[config.mk]
export PLATFORM = sky130hd
export DESIGN_NAME = cs2fifoc
export DESIGN_NICKNAME = d
export VERILOG_FILES = /design/src/rtl/cs2fifoc_pkg.sv /design/src/rtl/cs2fifoc_frame_byte_mux.sv /design/src/rtl/cs2fifoc.sv
export SDC_FILE = /design/constraint.sdc
export NUM_CORES = 1
export LEC_CHECK = 0
export CAP_MARGIN = 20
export CORE_UTILIZATION = 45
export CTS_BUF_LIST = sky130_fd_sc_hd__clkbuf_4 sky130_fd_sc_hd__clkbuf_8 sky130_fd_sc_hd__clkbuf_16
export CTS_CLUSTER_SIZE = 8
export DETAILED_ROUTE_END_ITERATION = 7
export PLACE_DENSITY_LB_ADDON = 0.1
export SYNTH_ARGS = -nofsm -noshare
export SYNTH_HDL_FRONTEND = slang
export SYNTH_SLANG_ARGS = --single-unit
[constraint.sdc]
create_clock -name i_clk -period 4.4 [get_ports i_clk]
set_input_delay 0.88 -clock i_clk [delete_from_list [all_inputs] [get_ports i_clk]]
set_output_delay 0.88 -clock i_clk [all_outputs]
set_load 0.005 [all_outputs]
[src/rtl/cs2fifoc_pkg.sv]
// Constants shared between the command-frame transmitter and its receiver:
// header, legal length window, field layout and the state codes.
package cs2fifoc_pkg;

    localparam logic [15:0] HEAD       = 16'h55AA;
    localparam logic [11:0] LEN_MIN    = 12'd12;
    localparam logic [11:0] LEN_MAX    = 12'd32;
    localparam int          FIELD_BASE = 2;
    localparam int          FIELD_CNT  = 9;

    typedef enum logic [7:0] {
        S_IDLE = 8'h00,
        S_LOAD = 8'h01,
        S_HEAD = 8'h02,
        S_BODY = 8'h03,
        S_CSUM = 8'h04,
        S_LAST = 8'h0F
    } state_e;

    function automatic logic len_ok(input logic [11:0] len);
        return (len >= LEN_MIN) && (len <= LEN_MAX);
    endfunction

endpackage

[src/rtl/cs2fifoc_frame_byte_mux.sv]
// Selects the byte presented to the FIFO from the current state, byte index,
// latched fields and running checksum. Purely combinational.
module frame_byte_mux
    import cs2fifoc_pkg::*;
(
    input  logic [7:0]             i_state,
    input  logic [11:0]            i_idx,
    input  logic [FIELD_CNT*8-1:0] i_fields,
    input  logic [7:0]             i_csum,
    output logic [7:0]             o_byte
);

    always_comb begin
        o_byte = 8'h00;
        case (i_state)
            S_HEAD: o_byte = (i_idx == 12'd0) ? HEAD[15:8] : HEAD[7:0];
            S_BODY: begin
                // Indices past the last field are zero padding.
                for (int i = 0; i < FIELD_CNT; i++) begin
                    if (i_idx == 12'(FIELD_BASE + i)) begin
                        o_byte = i_fields[i*8 +: 8];
                    end
                end
            end
            S_CSUM: o_byte = i_csum;
            default: o_byte = 8'h00;
        endcase
    end

endmodule

[src/rtl/cs2fifoc.sv]
// Command-frame transmitter: latches nine configuration fields and pushes a
// headered, zero-padded, checksummed frame into the command FIFO.
//
// state | meaning
// IDLE  | waiting for fs
// LOAD  | latch fields and length, validate length
// HEAD  | send the two header bytes
// BODY  | send fields then padding, accumulate checksum
// CSUM  | send checksum byte
// LAST  | fd high until fs drops
module cs2fifoc
    import cs2fifoc_pkg::*;
(
    input  logic        i_clk,
    input  logic        i_rst_n,
    input  logic        i_fs,
    output logic        o_fd,
    output logic        o_err,
    input  logic [11:0] i_data_len,
    input  logic [7:0]  i_kind_dev,
    input  logic [7:0]  i_info_sr,
    input  logic [7:0]  i_cmd_filt,
    input  logic [7:0]  i_cmd_mix0,
    input  logic [7:0]  i_cmd_reg4,
    input  logic [7:0]  i_cmd_reg5,
    input  logic [7:0]  i_cmd_reg6,
    input  logic [7:0]  i_cmd_reg7,
    input  logic [7:0]  i_cmd_mix1,
    input  logic        i_fifoc_full,
    output logic        o_fifoc_txen,
    output logic [7:0]  o_fifoc_txd,
    output logic [7:0]  o_so
);

    state_e                 r_state;
    state_e                 w_next;
    logic [11:0]            r_idx;
    logic [11:0]            r_len;
    logic [7:0]             r_csum;
    logic [FIELD_CNT*8-1:0] r_fields;
    logic                   r_err;
    logic                   w_active;
    logic                   w_txen;
    logic [7:0]             w_byte;
    logic [11:0]            w_body_end;

    assign w_active   = (r_state == S_HEAD) || (r_state == S_BODY) || (r_state == S_CSUM);
    assign w_txen     = w_active && !i_fifoc_full;
    assign w_body_end = r_len - 12'd2;

    frame_byte_mux u_mux (
        .i_state  (r_state),
        .i_idx    (r_idx),
        .i_fields (r_fields),
        .i_csum   (r_csum),
        .o_byte   (w_byte)
    );

    always_comb begin
        w_next = r_state;
        case (r_state)
            S_IDLE: if (i_fs) w_next = S_LOAD;
            S_LOAD: w_next = len_ok(i_data_len) ? S_HEAD : S_LAST;
            S_HEAD: if (w_txen && r_idx == 12'd1) w_next = S_BODY;
            S_BODY: if (w_txen && r_idx == w_body_end) w_next = S_CSUM;
            S_CSUM: if (w_txen) w_next = S_LAST;
            S_LAST: if (!i_fs) w_next = S_IDLE;
            default: w_next = S_IDLE;
        endcase
    end

    always_ff @(posedge i_clk or negedge i_rst_n) begin
        if (!i_rst_n) begin
            r_state  <= S_IDLE;
            r_idx    <= '0;
            r_len    <= '0;
            r_csum   <= '0;
            r_fields <= '0;
            r_err    <= 1'b0;
        end else begin
            r_state <= w_next;
            if (r_state == S_LOAD) begin
                r_fields <= {i_cmd_mix1, i_cmd_reg7, i_cmd_reg6, i_cmd_reg5, i_cmd_reg4,
                             i_cmd_mix0, i_cmd_filt, i_info_sr, i_kind_dev};
                r_len    <= i_data_len;
                r_csum   <= '0;
                r_idx    <= '0;
                r_err    <= !len_ok(i_data_len);
            end else if (w_txen) begin
                r_idx <= r_idx + 12'd1;
                if (r_state == S_BODY) r_csum <= r_csum + w_byte;
            end
        end
    end

    assign o_fd         = (r_state == S_LAST);
    assign o_err        = r_err;
    assign o_fifoc_txen = w_txen;
    assign o_fifoc_txd  = w_byte;
    assign o_so         = r_state;

endmodule
==> results by group, run 1 <==
Critical path
  • Crit path top cell by count: o21ai_0
  • R2r worst-path depth: 15
  • Worst path slowest cell: clkdlybuf4s50_1
  • Bufs and invs on worst path: 3
  • CP Depth: 10
  • Critical path type: flip-flop to primary output
  • RR Endpoint: r_csum[6]
  • Slowest stage delay, CP: approximately 630 ps
  • Required @ worst endpoint: 3520 ps
  • Critical Path Start: r_idx[1]
  • Worst setup path end: o_fifoc_txd[5]
  • Startpoint type of the worst setup path: flip-flop
  • Reg-to-reg slack, setup: 460 ps
  • Crit-path cells: inv_1 > ha_1 > buf_4 > nand2_1 > o21ai_0 > nand2_1 > a21oi_1 > o21ai_0 > o21ai_0 > clkdlybuf4s50_1
  • Setup crit end kind: primary output
  • Delay-heaviest family, CP: buffers and inverters
  • Arr. time, crit path: ~3400 ps
  • Reg2reg start: r_idx[0]
  • Crit Path Max Fanout: 17

Pwr
  • Pwr/cell area: ~600 nW/µm²
  • Static leakage: 3.12 nW
  • Worst vdd ir: approximately 0.38 mV
  • Pwr Total: between 0.004 and 0.005 W
  • Internal power: 0.00291 W
  • P_sw: 0.00159 W
  • Comb pwr share: 40.4%
  • Clock network fraction of design power: approximately a fifth
  • Flop pwr share: 40.1%
  • Sw frac: a little over a third

Timing
  • FMAX: ~0.24 GHz
  • Worst Skew: 9.90 ps
  • Max Slew Vio Count: 0
  • Tcrit/Tclk final: just under 100%
  • TNS Setup: 0 ps
  • Hold WS: approximately 480 ps
  • Final Hold Fails: 0
  • Final setup fails: 0
  • RSZ-0062 raised after global routing: false
  • Max_slew headroom: a little under half
  • Final min period: roughly 4200 ps
  • Tightest Pin Transition: 797 ps

Yosys
  • Synth warn: 0
  • Sequential fraction of the synthesis area: 46.0%
  • Synthesized area: about 5900 µm²
  • Fraction of registers with async set/reset: 100%
  • Gate Count Post-Synth: 562
  • Prevailing post-synth register cell: dfrtp_1
  • Cell variety after synth: 59
  • Post-synth EDFFs: 0
  • Synth Register Bits: 109
  • Syn Area/Cell: 10.5 µm²

Clock tree
  • Worst-path clk slew: 80 ps
  • Post-CTS Repair Setup Buffers: 0
  • CTS Buffer Depth: 2
  • Root buf cell: clkbuf_16
  • CTS tree: done
  • Clock Latency Late Sink: 370 ps
  • Clock Sinks: between 100 and 150
  • Number of buffers created by CTS: 9
  • # H-tree levels: 3

Global routing
  • Total gr overflow: 0
  • GRT Total Usage: around 23%
  • First-pass GRT wire length: between 20000 and 25000 µm
  • Initial antenna violation count: 0
  • Number of global-route vias before repair: 4587
  • Largest net degree at the start of global routing: 58

Cells and area
  • Share of cells above drive strength 1: a little under a fifth
  • Layout Cells excl Fill: approximately 830
  • Final net count: roughly 760
  • Diode count: 0
  • Commonest non-fill, non-tap cell in the layout: dfrtp_1
  • Area delta synth->final: 26.0%
  • Most frequent cells in the layout: dfrtp_1 (109), clkdlybuf4s50_1 (101), mux2_2 (80), nand2_1 (38), o21ai_0 (37)

Route
  • Iter 0 DRT Violations: 268
  • Drt wl/cell: 17.8 µm
  • Post-DR vias/cell: 5.58
  • Total wire length: ~15000 µm
  • DRC viols: 0
  • Iteration count of the initial detailed-routing pass: 5
  • Via Count: roughly 4600
  • Routed Antenna Nets: 0

Placed design
  • Inst Count DP: between 800 and 900
  • Number of buffers added on ports: roughly 100
  • DP HPWL: 11000 µm
  • Gpl congestion: slightly above 0.8

Hold path
  • Worst hold path class: flip-flop to flip-flop

Die
  • Die area: between 10000 and 15000 µm²
  • Starting Density: between 40% and 50%
  • Die width: about 120 µm
  • Cell row count: between 40 and 50
  • Die height: roughly 120 µm
  • Core Area: 12700 µm²
  • I/O Pins: approximately 110

Run status
  • Status: finished, final reports clean

Run
  • Max_cap viols: 0
==> layout make-up <==
cell class                      instances  area, µm²
Multi-Input combinational cell        409       3030
Inverter                               11       41.3
Sequential cell                       109       2730
Clock inverter                          6       88.8
Timing Repair Buffer                  115       1130
Fill cell                            1119       5250
Tap cell                              172        215
Clock buffer                           10        239
==> what timing repair did <==
action | CTS | global route
hold buffers | 0 | 0
endpoints found under the setup margin | 0 | 8
resized for setup | 0 | 5
==> sequential cells by signal, indices dropped and copies added, names as in the netlist <==
name      cells
o_err         1
o_so          4
r_csum        8
r_fields     72
r_idx        12
r_len        12
==> cells by family (layout without fill, tap and decap cells) <==
logic type	count (synthesis)	count (layout)	synth area share, %
compound gates	124	124	13.6
simple gates	154	154	13.6
fa+ha+maj	13	13	2.87
mux	85	85	16.0
flops	109	109	46.0
xor+xnor	29	29	4.28
buf+inv	47	142	3.55
other cells	1	4	0.0633
==> power groups by stage <==
stage / clock (W) / sequential (W) / combinational, W
5_1_grt: 0.000943 / 0.00185 / 0.00201
2_1_floorplan: 0 / 0.00165 / 0.00137
3_5_place_dp: 0 / 0.00182 / 0.00182
3_3_place_gp: 0 / 0.00181 / 0.00178
4_1_cts: 0.000898 / 0.00180 / 0.00183
6_report: 0.000879 / 0.00181 / 0.00182
==> worst reg2reg max path, cell delays in order, from the launching register on <==
cell and delay (ps):
dfrtp_1 490, inv_1 140, ha_1 320, or2_2 380
a21oi_1 140, o32ai_1 110, a221oi_1 390, o21ai_0 220
ha_1 260, fa_1 400, a21o_1 180, a21o_1 200
a21o_1 180, a21oi_1 170, xnor2_1 80, a22o_1 170
==> metrics by stage <==
step / utilization [%] / area (µm²) / setup WS [ps]
floorplan: - / 5940 / 552
global placement: 56.0 / 7130 / 456
detailed placement: 56.0 / 7130 / 407
CTS: 58.6 / 7450 / 31.2
global route: 58.7 / 7470 / 78.7
finish: 58.7 / 7470 / 173
==> synth_stat cells (3+ instances only) <==
master,count,area share [%]
nor4_1,3,0.32
nand2b_1,9,0.95
and2_1,3,0.32
a221oi_1,9,1.3
buf_2,3,0.25
buf_4,4,0.51
xor2_1,14,2.1
nand3_1,12,1.0
a21oi_1,34,2.9
and3_1,8,0.84
a31oi_1,5,0.53
ha_1,12,2.5
nand2_1,38,2.4
a2111oi_0,3,0.44
or3_1,5,0.53
nand3b_1,5,0.63
mux2_2,80,15
clkbuf_1,25,1.6
o32ai_1,4,0.59
nor2b_1,3,0.32
dfrtp_1,109,46
mux2i_1,5,0.84
or4_1,4,0.51
nand4_1,5,0.53
o21ai_0,38,3.2
a21o_1,6,0.76
nor3_1,12,1.0
nor2_1,35,2.2
xnor2_1,15,2.2
inv_1,11,0.70
a22o_1,7,1.0
==> worst min path at each step <==
stage               cells past startpoint          from  slack [ps]            to
floorplan                               1  r_fields[24]         470  r_fields[24]
global placement                        1         o_err         470         o_err
detailed placement                      1         o_err         460         o_err
CTS                                     1         o_err         480         o_err
global route                            1  r_fields[26]         520  r_fields[26]
finish                                  1         o_err         480         o_err
==> layer usage <==
layer	track usage (%)	vias to the layer above	wire length [µm]
met1	31.1	2277	6740
met4	6.41	0	201
li1	-	2221	-
met2	37.2	135	7110
met5	0	-	0
met3	5.41	13	734
(Power assumes the default switching activity.)
==> run 2, diff against run 1 <==
Clock period 4.4 ns to 4.8 ns, I/O delays scaled along.
==> results by group, run 2 (same netlist as run 1, synthesis figures left out) <==
Timing
  • Tightest Pin Transition: 968 ps (+171 ps)
  • Final min period: ~4500 ps
  • RSZ-0062 raised after global routing: false
  • Max_slew headroom: 35.5% (-11 points)
  • Worst Skew: 5.72 ps (-4.17 ps)
  • Worst Slack Setup Final: 344 ps (+172 ps)
  • FMAX: 0.224 GHz
  • Max Slew Vio Count: 0 (unchanged)
  • Final setup fails: 0 (unchanged)
  • Final Hold Fails: 0 (unchanged)
  • TNS Setup: 0 ps (unchanged)
  • Tcrit/Tclk final: around 93%

Pwr
  • Sw frac: 35.5% (+0.058 points)
  • Worst vdd ir: 0.402 mV (+6.4%)
  • Clock network fraction of design power: 19.4% (about the same)
  • P_sw: 0.00145 W (-9.1%)
  • Static leakage: 3.09 nW (-0.93%)
  • Flop pwr share: 40.1% (about the same)
  • Internal power: 0.00264 W (-9.4%)
  • Pwr/cell area: 551 nW/µm² (-8.7%)
  • Comb pwr share: 40.5% (about the same)

Die
  • Core Area: 12700 µm² (unchanged)
  • Cell row count: 41 (unchanged)
  • I/O Pins: 107 (unchanged)
  • Starting Density: 46.6% (unchanged)
  • Die height: 117 µm (unchanged)
  • Die area: 13600 µm² (unchanged)
  • Die width: 117 µm (unchanged)

Cells and area
  • Final net count: 752 (-0.53%)
  • Most frequent cells in the layout: dfrtp_1 (109), clkdlybuf4s50_1 (101), mux2_2 (80), nand2_1 (38), o21ai_0 (37)
  • Fillers: 1135 (+1.4%)
  • Commonest non-fill, non-tap cell in the layout: dfrtp_1
  • Max reg flops: 72 (unchanged)
  • Core Util, Final: 58.3% (-0.39 points)
  • Largest register by flop count: r_fields
  • Diode count: 0 (unchanged)
  • Biggest regs: r_fields: 72 flops, r_idx: 12 flops, r_len: 12 flops
  • Final instance area: 7420 µm² (-0.67%)
  • Area delta synth->final: 25.2%
  • Multi-input logic area: 3010 µm² (-0.54%)
  • Register area: 2730 µm² (unchanged)
  • Share of cells above drive strength 1: 17.8% (-1.1 points)

Run status
  • Status: finished, final reports clean

Placed design
  • Pre-CTS WS: 373 ps (-33.4 ps)
  • Number of buffers added on ports: 102 (unchanged)
  • Gpl congestion: 0.808 (-2.6%)
  • Area post-placement: 7080 µm² (-0.70%)
  • DP HPWL: 10800 µm (-1.5%)

Critical path
  • Slowest stage delay, CP: 710 ps (+80 ps)
  • Critical path type: flip-flop to primary output
  • Bufs and invs on worst path: 1 (-2)
  • Startpoint type of the worst setup path: flip-flop
  • Required @ worst endpoint: 3840 ps (+320 ps)
  • Worst path slowest cell: or4_1
  • Setup crit end kind: primary output
  • Arr. time, crit path: 3500 ps (+150 ps)
  • Crit-path cells: or4_1 > nor3_1 > and3_1 > a221o_1 > a31oi_1 > o21ai_0 > clkdlybuf4s50_1
  • Delay-heaviest family, CP: simple AND/OR/NAND/NOR gates
  • Reg-to-reg slack, setup: 570 ps (+110 ps)
  • Crit Path Max Fanout: 7 (-10)

Global routing
  • Largest net degree at the start of global routing: 88 (+52%)
  • Number of global-route vias before repair: 4521 (-1.4%)
  • Total gr overflow: 0 (unchanged)
  • GRT Total Usage: 22.8% (-0.25 points)
  • Initial antenna violation count: 0 (unchanged)
  • First-pass GRT wire length: 23300 µm (-0.93%)

Clock tree
  • Clock Latency Late Sink: 360 ps (about the same)
  • CTS tree: done
  • # H-tree levels: 3 (unchanged)
  • CTS Buffer Depth: 2 (unchanged)
  • Root buf cell: clkbuf_16
  • Clock Sinks: 109 (unchanged)
  • Worst-path clk slew: 80 ps (about the same)
  • Hold Buf Count CTS: 0 (unchanged)
  • Post-CTS Repair Setup Buffers: 0 (unchanged)
  • Number of buffers created by CTS: 9 (unchanged)
  • # resized after CTS: 0 (unchanged)

Route
  • Total wire length: 14500 µm (-1.6%)
  • DRC viols: 0 (unchanged)
  • Drt wl/cell: 17.6 µm (-1.1%)
  • Routed Antenna Nets: 0 (unchanged)
  • Via Count: 4626 (-0.43%)
  • Post-DR vias/cell: 5.59 (about the same)
  • Iter 0 DRT Violations: 229 (-15%)
  • Iteration count of the initial detailed-routing pass: 4 (-1)

Hold path
  • Worst hold path class: flip-flop to flip-flop

Run
  • Max_cap viols: 0 (unchanged)
[run 2: cell types whose count changed in the layout (fill, tap and decap cells not counted)]
cell,delta
buf_4,-4
inv_6,+2
inv_8,-2
nor3_1,+2
nor3_2,-2
buf_12,-1
buf_16,+1
clkbuf_8,-1
clkinvlp_4,+1
ha_1,+1
ha_2,-1
or4_1,+1
or4_4,-1
[run 2: per-stage QoR]
step	total power (W)	hold slack, ps	instances
after floorplan	0.00277	470	565
after global placement	0.00326	467	811
after detailed placement	0.00331	473	811
after CTS	0.00411	490	827
after global routing	0.00437	516	828
final	0.00409	485	828
[run 2: layer usage]
| metal | track usage (%) | vias to the layer above | routed length, µm |
|---|---|---|---|
| met5 | 0 | - | 0 |
| met4 | 8.78 | 0 | 335 |
| met3 | 5.77 | 25 | 808 |
| met2 | 35.6 | 136 | 6680 |
| met1 | 30.5 | 2245 | 6720 |
| li1 | - | 2220 | - |
[run 2: path summary, 6_finish.rpt]
kind                           from              to  cells after the start
max                        r_idx[7]  o_fifoc_txd[5]                      7
max in group asynchronous   i_rst_n         o_so[1]                      2
max reg2reg                r_idx[7]       r_csum[7]                     15
min reg2reg                   o_err           o_err                      1
min                           o_err           o_err                      1
min in group asynchronous   i_rst_n       r_len[11]                      1
[run 2: power groups by stage]
| stage | sequential, W | combinational (W) | clock [W] |
|---|---|---|---|
| global placement | 0.00164 | 0.00162 | 0 |
| finish | 0.00164 | 0.00165 | 0.000791 |
| CTS | 0.00164 | 0.00167 | 0.000814 |
| floorplan | 0.00152 | 0.00125 | 0 |
| global route | 0.00169 | 0.00183 | 0.000850 |
| detailed placement | 0.00165 | 0.00166 | 0 |
[run 2: final cells by class]
type                            instances  area share (%)
Tap cell                              172            2.90
Clock buffer                            9            3.03
Multi-Input combinational cell        409            40.6
Inverter                               11           0.556
Sequential cell                       109            36.8
Clock inverter                          7            1.23
Timing Repair Buffer                  111            14.9
